--- src/rtl/seg7_mux_driver.sv ---
// Time-multiplexed hex seven-segment driver: one digit per refresh slot, display copy committed at frame wrap.
// Optional decimal point support is compiled in when SEG7_DP_EN is defined.
module seg7_mux_driver #(
    parameter int NUM_DIGITS     = 4,
    parameter int REFRESH_DIV    = 50000,
    parameter bit ACTIVE_LOW_SEG = 1'b1,
    parameter bit ACTIVE_LOW_AN  = 1'b1
) (
    input  logic                    clk,
    input  logic                    rst_n,
    input  logic                    load,
    input  logic [4*NUM_DIGITS-1:0] hex_in,
    input  logic [NUM_DIGITS-1:0]   blank_mask,
    input  logic                    lz_blank_en,
`ifdef SEG7_DP_EN
    input  logic [NUM_DIGITS-1:0]   dp_in,
    output logic                    dp,
`endif
    output logic [6:0]              seg,
    output logic [NUM_DIGITS-1:0]   an,
    output logic                    frame_upd
);

    localparam int PS_W  = (REFRESH_DIV > 2) ? $clog2(REFRESH_DIV) : 1;
    localparam int IDX_W = (NUM_DIGITS > 1) ? $clog2(NUM_DIGITS) : 1;
    localparam logic [6:0]            SEG_DARK = ACTIVE_LOW_SEG ? 7'h7F : 7'h00;
    localparam logic [NUM_DIGITS-1:0] AN_OFF   = ACTIVE_LOW_AN ? {NUM_DIGITS{1'b1}} : {NUM_DIGITS{1'b0}};

    function automatic logic [6:0] glyph_of(input logic [3:0] v);
        logic [6:0] g;
        case (v)
            4'h0:    g = 7'b1111110;
            4'h1:    g = 7'b0110000;
            4'h2:    g = 7'b1101101;
            4'h3:    g = 7'b1111001;
            4'h4:    g = 7'b0110011;
            4'h5:    g = 7'b1011011;
            4'h6:    g = 7'b1011111;
            4'h7:    g = 7'b1110000;
            4'h8:    g = 7'b1111111;
            4'h9:    g = 7'b1110011;
            4'hA:    g = 7'b1110111;
            4'hB:    g = 7'b0011111;
            4'hC:    g = 7'b1001110;
            4'hD:    g = 7'b0111101;
            4'hE:    g = 7'b1001111;
            default: g = 7'b1000111;
        endcase
        return g;
    endfunction

    logic [PS_W-1:0]         ps_q, ps_d;
    logic [IDX_W-1:0]        idx_q, idx_d;
    logic [4*NUM_DIGITS-1:0] shadow_q, shadow_d;
    logic [4*NUM_DIGITS-1:0] disp_q, disp_d;
    logic                    pending_q, pending_d;
    logic [6:0]              seg_q, seg_d;
    logic [NUM_DIGITS-1:0]   an_q, an_d;
    logic                    frame_upd_q, frame_upd_d;
`ifdef SEG7_DP_EN
    logic [NUM_DIGITS-1:0]   dp_shadow_q, dp_shadow_d;
    logic [NUM_DIGITS-1:0]   dp_disp_q, dp_disp_d;
    logic                    dp_q, dp_d;
`endif

    logic                    tick;
    logic                    boundary;
    logic                    zero_run;
    logic [NUM_DIGITS-1:0]   lz_dark;
    logic                    dark;
    logic [6:0]              glyph;

    // Frame wrap is the only point where the displayed word may change.
    always_comb begin
        tick        = (ps_q == PS_W'(REFRESH_DIV - 1));
        boundary    = tick && (idx_q == IDX_W'(NUM_DIGITS - 1));
        ps_d        = tick ? '0 : ps_q + 1'b1;
        idx_d       = idx_q;
        if (tick) begin
            idx_d = boundary ? '0 : idx_q + 1'b1;
        end

        shadow_d    = load ? hex_in : shadow_q;
        disp_d      = disp_q;
        pending_d   = pending_q;
        frame_upd_d = 1'b0;
`ifdef SEG7_DP_EN
        dp_shadow_d = load ? dp_in : dp_shadow_q;
        dp_disp_d   = dp_disp_q;
`endif
        if (boundary) begin
            if (load) begin
                disp_d      = hex_in;
`ifdef SEG7_DP_EN
                dp_disp_d   = dp_in;
`endif
                pending_d   = 1'b0;
                frame_upd_d = 1'b1;
            end else if (pending_q) begin
                disp_d      = shadow_q;
`ifdef SEG7_DP_EN
                dp_disp_d   = dp_shadow_q;
`endif
                pending_d   = 1'b0;
                frame_upd_d = 1'b1;
            end
        end else if (load) begin
            pending_d = 1'b1;
        end
    end

    // lz_dark[k]: every digit from the top down to k is zero; digit 0 is never suppressed.
    always_comb begin
        lz_dark  = '0;
        zero_run = 1'b1;
        for (int k = NUM_DIGITS - 1; k >= 1; k--) begin
            zero_run   = zero_run && (disp_q[4*k +: 4] == 4'h0);
            lz_dark[k] = zero_run;
        end
    end

    always_comb begin
        dark  = blank_mask[idx_q] || (lz_blank_en && lz_dark[idx_q]);
        glyph = dark ? 7'h00 : glyph_of(disp_q[4*idx_q +: 4]);
        seg_d = ACTIVE_LOW_SEG ? ~glyph : glyph;
        an_d  = NUM_DIGITS'(1) << idx_q;
        if (ACTIVE_LOW_AN) begin
            an_d = ~an_d;
        end
`ifdef SEG7_DP_EN
        dp_d = (dp_disp_q[idx_q] && !blank_mask[idx_q]) ^ ACTIVE_LOW_SEG;
`endif
    end

    always_ff @(posedge clk or negedge rst_n) begin
        if (!rst_n) begin
            ps_q        <= '0;
            idx_q       <= '0;
            shadow_q    <= '0;
            disp_q      <= '0;
            pending_q   <= 1'b0;
            seg_q       <= SEG_DARK;
            an_q        <= AN_OFF;
            frame_upd_q <= 1'b0;
`ifdef SEG7_DP_EN
            dp_shadow_q <= '0;
            dp_disp_q   <= '0;
            dp_q        <= ACTIVE_LOW_SEG;
`endif
        end else begin
            ps_q        <= ps_d;
            idx_q       <= idx_d;
            shadow_q    <= shadow_d;
            disp_q      <= disp_d;
            pending_q   <= pending_d;
            seg_q       <= seg_d;
            an_q        <= an_d;
            frame_upd_q <= frame_upd_d;
`ifdef SEG7_DP_EN
            dp_shadow_q <= dp_shadow_d;
            dp_disp_q   <= dp_disp_d;
            dp_q        <= dp_d;
`endif
        end
    end

    assign seg       = seg_q;
    assign an        = an_q;
    assign frame_upd = frame_upd_q;
`ifdef SEG7_DP_EN
    assign dp        = dp_q;
`endif

endmodule

--- config.mk ---
export PLATFORM = sky130hd
export DESIGN_NAME = seg7_mux_driver
export DESIGN_NICKNAME = d
export VERILOG_FILES = /design/src/rtl/seg7_mux_driver.sv
export SDC_FILE = /design/constraint.sdc
export NUM_CORES = 1
export LEC_CHECK = 0
export ABC_AREA = 1
export BUFFER_PORTS_ARGS = -buffer_cell sky130_fd_sc_hd__buf_2
export CAP_MARGIN = 20
export CORE_ASPECT_RATIO = 1.1
export CORE_MARGIN = 5
export CORE_UTILIZATION = 55
export CTS_BUF_LIST = sky130_fd_sc_hd__clkbuf_8
export CTS_CLUSTER_SIZE = 14
export DETAILED_ROUTE_END_ITERATION = 8
export GPL_TIMING_DRIVEN = 0
export PLACE_DENSITY = 0.87
export SYNTH_ARGS = -nofsm -noshare
export SYNTH_HDL_FRONTEND = slang
export SYNTH_SLANG_ARGS = --single-unit
--- constraint.sdc ---
create_clock -name clk -period 1.7 [get_ports clk]
set_clock_uncertainty 0.05 [all_clocks]
set_input_delay 0.085 -clock clk [delete_from_list [all_inputs] [get_ports clk]]
set_output_delay 0.085 -clock clk [all_outputs]
set_load 0.05 [all_outputs]
# After elaboration in Yosys (flattened, before gate mapping)
# Memories as Yosys holds them, arrays and structs flattened.
# Cells that the tools add are included.
# word_totals
memories	1
regBits	63
wordCells	43
rom_bits	112
out_inout_bits	12
inputBits	24
# classes
reduce_logical	11
n_eq_ne	2
addsub	2
n_lt_le_gt_ge	1
shift	2
n_bitwise	2
muxes	14
# memory_table
name	words	width	rd	rd_ports_with_merged_regs	write_ports	line_no	source
(name not given)	16	7	1	0	0	31	case (v)
# op_table
cell	n
16-bit 2-to-1 mux	3
16-bit by 1-bit adder with 16-bit output (second input constant)	1
16-bit == test (second input constant)	1
16-bit by 5-bit indexed part select with 4-bit output	1
4-bit zero test	3
1-bit 2-to-1 mux	7
7-bit 2-to-1 mux	1
7-bit NOT	1
1-bit binary-select mux with 2-bit select	2
1-bit logical AND	4
4-bit NOT	1
2-bit nonzero test	2
1-bit by 2-bit left shift with 4-bit output (first input constant)	1
2-bit by 3-bit < comparator with 1-bit output (second input constant)	1
2-bit by 1-bit adder with 2-bit output (second input constant)	1
2-bit == test (second input constant)	1
2-bit 2-to-1 mux	1
2-bit AND reduction	1
1-bit logical OR	1

# Logic depth before layout (Yosys ltp)
# depth
depth_word	9
mapped_depth	12
ltp_nobuf	11

# Worst setup path after synthesis
# OpenSTA, ideal clock, no wires.
# synth_timing
path_kind	flip-flop to flip-flop
start	register idx_q[0]
end	register seg_q[5] (netlist: seg[5])
required_time_ns	1.573
setup_time_ns	0.077
path_stages_with_launch	11
n_path_buf	1
path_slack_ns	-0.010
synth_period_minus_slack_ns	1.710
arrival_ns	1.583
cell_sequence	dfrtp_1 > clkbuf_2 > or2_2 > nand3_1 > nand2_1 > inv_1 > ha_1 > nand3_1 > nor2_1 > nor2_1 > nand2_1
# synth_via
elab_chain_cells	6
elab_cells_between_ends	10
cone_classes	shift (1); mux (5); bitwise (1); reduce/logical (2); memory (1)
# synth_rtl
element	line_no	source
start: declaration	53	logic [IDX_W-1:0] idx_q, idx_d;
start signal: assignment	152	idx_q <= idx_d;
parallel branches: the longest is 4 deep, another holds memory read 16 x 7 bit	-	
7-bit 2-to-1 mux *	124	glyph = dark ? 7'h00 : glyph_of(disp_q[4*idx_q +: 4]);
7-bit NOT *	125	seg_d = ACTIVE_LOW_SEG ? ~glyph : glyph;
named net seg_d[5]	57	logic [6:0] seg_q, seg_d;
end signal: assignment	156	seg_q <= seg_d;
end: declaration	57	
# Mark *: on every way through the listed nets, which the timed path passes. The select of a mux whose other input is x is not followed.
# A chain may end at the register's enable or synchronous reset.

# Worst setup path after layout
# layout_timing
start	register idx_q[0]
end	register seg_q[6] (netlist: seg[6])
# The elaborated chain is that of the path after synthesis.

==> metrics.yaml <==
violations: "setup timing"
seqPwrFrac_pct: 50.2
power_frac_clock_pct: 43.4
drcViolationCount: 0
wl_microns: 7920
power_density_mw_per_mm2: 726
drt_first_pass_iters: 5
cp-start-kind: "flip-flop"
initial_core_util_pct: 56.3
place_area_sq_mm: 0.00352
grt_pass1_wl_microns: 13000
period_minus_slack_ns: 1.75
setup_ws_ns: -0.0462
antenna_found_initial: 0
reg2reg_depth: 10
final_layout_size_suffix_gt1_share_pct: 27.3
reg2reg_to: "seg[6]"
die_w_microns: 83.1
switching_power_uw: 731
rsz0062_at_grt: "yes"
fmax_mhz: 573
max-vdd-ir-drop_uv: 534
synth_area_leaders: "dfrtp_1 40%, nand2_1 17%, dfstp_2 9.0%"
switching_share_pct: 23.5
status: "finished with violations"
fin_crit_sh_pct: 103
dpl.hpwl_microns: 4820
finalSetupViolCount: 3
synth-seq-area-share_pct: 49.2
worst_setup_path_end_kind: "flip-flop"
grt_start_max_net_pins: 37
htreeDepth: 3
routedWlPerCell_microns: 14.0
min_to: "shadow_q[9]"
ys_warn_count: 0
grt_usage_pct: 21.0
post_layout_nonfiller_instances: 567
dieArea_sq_mm: 0.00751
finalMaxSlewViolations: 0
synth_area_leader_cell: "dfrtp_1"
synth-main-ff-cell: "dfrtp_1"
intPower_mw: 2.37
first_iter_violations: 199
arrival_ns: 1.95
reg2reg_from: "idx_q[0]"
cts_buffers: 9
globalplace.congestion: 0.885
antenna_cells: 0
cts_sinks: 63
whs_path_depth: 3
fill_cells: 402
yosys.area.top_type_share_pct: 40.3
ys_seq_elements: 63
power_frac_comb_pct: 6.4
hold_viol: 0
crit_required_ns: 1.90
clockBufferDepth: 2
stdcell_area_sq_mm: 0.00428
worstHoldStart: "load"
p_leak_nw: 2.18
pre_cts_ws_ns: -0.217
final_nets: 519
grt_pass1_vias: 2903
syn_nets: 439
dp_cells: 517
clockRootBuffer: "clkbuf_8"
core_sq_mm: 0.00573
overflow: 0
cts_tree: "yes"
postLayoutCoreUtil_pct: 74.6
rrSetupSlack_ns: -0.05
synth_common_cells: "149 x nand2_1, 52 x dfrtp_1, 39 x nor2_1"
clkTransAtPathRegs_ns: 0.08
avgSynthCellArea_sq_um: 7.97
finalSetupTns_ns: -0.0727
synth_edf_count: 0
synthDistinctLibCells: 28
crit_fanout: 5
hp-class: "in -> reg"
drt.antenna.violating_nets: 0
placementRows: 29
timing.slew.headroom_pct: 46.3
synthCells: 405
portBuffers: 34
async_flop_share_pct: 100
via_per_inst: 5.28
synth_most_common_cell: "nand2_1"
clock_latency_ns: 0.35
critPathKind: "reg -> reg"
syn_to_final_growth_pct: 32.5
die-height_microns: 90.4
worst_pin_slew_ns: 0.805
vias: 2996
cap_violations: 0
syn_area_sq_mm: 0.00323
ios: 36
-- metal layers --
metal	share of wire (%)	global-route usage, %	vias up
met5	0	0	-
met4	2.1	8.45	0
met3	6.1	5.47	19
met2	51	35.7	124
li1	-	-	1439
met1	41	25.3	1414
-- worst max-delay path: stages, from the launching register on --
cell      delay (ns)
dfrtp_1         0.41
buf_8           0.15
buf_8           0.13
nand2_2         0.07
nand3_2         0.11
nand2_4         0.13
inv_6           0.06
ha_2            0.18
nand3b_1        0.15
nand3_1         0.10
nand3_1         0.10
-- cell usage in the layout, fill, tap and decap left out, types with 4 or more instances in the layout --
master         instances
inv_1                 33
dlygate4sd3_1         17
nand3_4                5
nand2_4                4
buf_6                  4
buf_2                 37
nand2_2                6
ha_4                   5
nand2_1              140
nor2_1                37
inv_2                  4
dfrtp_1               51
nand4_1               18
o21ai_0                5
inv_4                  4
ha_1                   4
dfstp_2               11
nand3_2                4
clkbuf_8              12
buf_4                 15
xor2_1                 9
nand3_1               31
-- power groups by stage --
stage | Clock [mW] | Sequential, mW | Combinational [mW]
global route | 1.44 | 1.56 | 0.225
global placement | 0 | 1.58 | 0.156
detailed placement | 0 | 1.58 | 0.167
floorplan | 0 | 1.61 | 0.0569
CTS | 1.35 | 1.56 | 0.197
finish | 1.35 | 1.56 | 0.198
-- per-stage QoR --
stage,hold WS [ns],power (mW)
floorplan,-0.261,1.67
global placement,0.273,1.74
detailed placement,0.171,1.75
CTS,0.0154,3.10
global route,0.0317,3.22
finish,0.0104,3.10
-- area by class of cell --
class                   instances  area (sq um)  area share [%]
repair buffers                 69           509            11.9
multi-input cells             288          1600            37.3
flip-flops and latches         63          1590            37.2
plain buffers                  11           101            2.37
well taps                      77          96.3            2.25
clock buffers                  11           151            3.54
inverters                      43           176            4.12
clock inverters                 5          56.3            1.32
-- sequential cells by signal, indices dropped and copies added, names as in the netlist --
signal,flops
an,4
idx_q,2
pending_q,1
shadow_q,16
seg,7
ps_q,16
disp_q,16
frame_upd,1
-- kinds of logic (layout without fill, tap and decap cells) --
family                   after synthesis  in the layout  share of synthesized area, %
AO/OA/AOI/OAI                          9              9                          1.39
XOR/XNOR                              10             10                          2.71
adder cells (fa/ha/maj)               10             10                          3.87
buffers and inverters                 54            139                          7.56
flip-flops                            63             63                          49.2
AND/OR/NAND/NOR                      259            259                          35.2
-- timing repair --
action / CTS / global route
hold buffers: 17 / 0
pin swaps: 6 / 15
resized for setup: 23 / 36
hold endpoints to repair: 41 / 0
setup endpoints to repair: 18 / 23
buffers inserted: 8 / 8
cloned: 0 / 1
-- how the worst max path moves through the flow --
stage | endpoint | startpoint | cells after the start
final | seg[6] | idx_q[0] | 10
after global routing | seg[6] | idx_q[0] | 11
after CTS | seg[5] | idx_q[0] | 10
after detailed placement | seg[6] | idx_q[0] | 11
after global placement | seg[6] | idx_q[0] | 11
after floorplan | seg[5] | idx_q[0] | 11
Power figures use the tool's default switching activity.
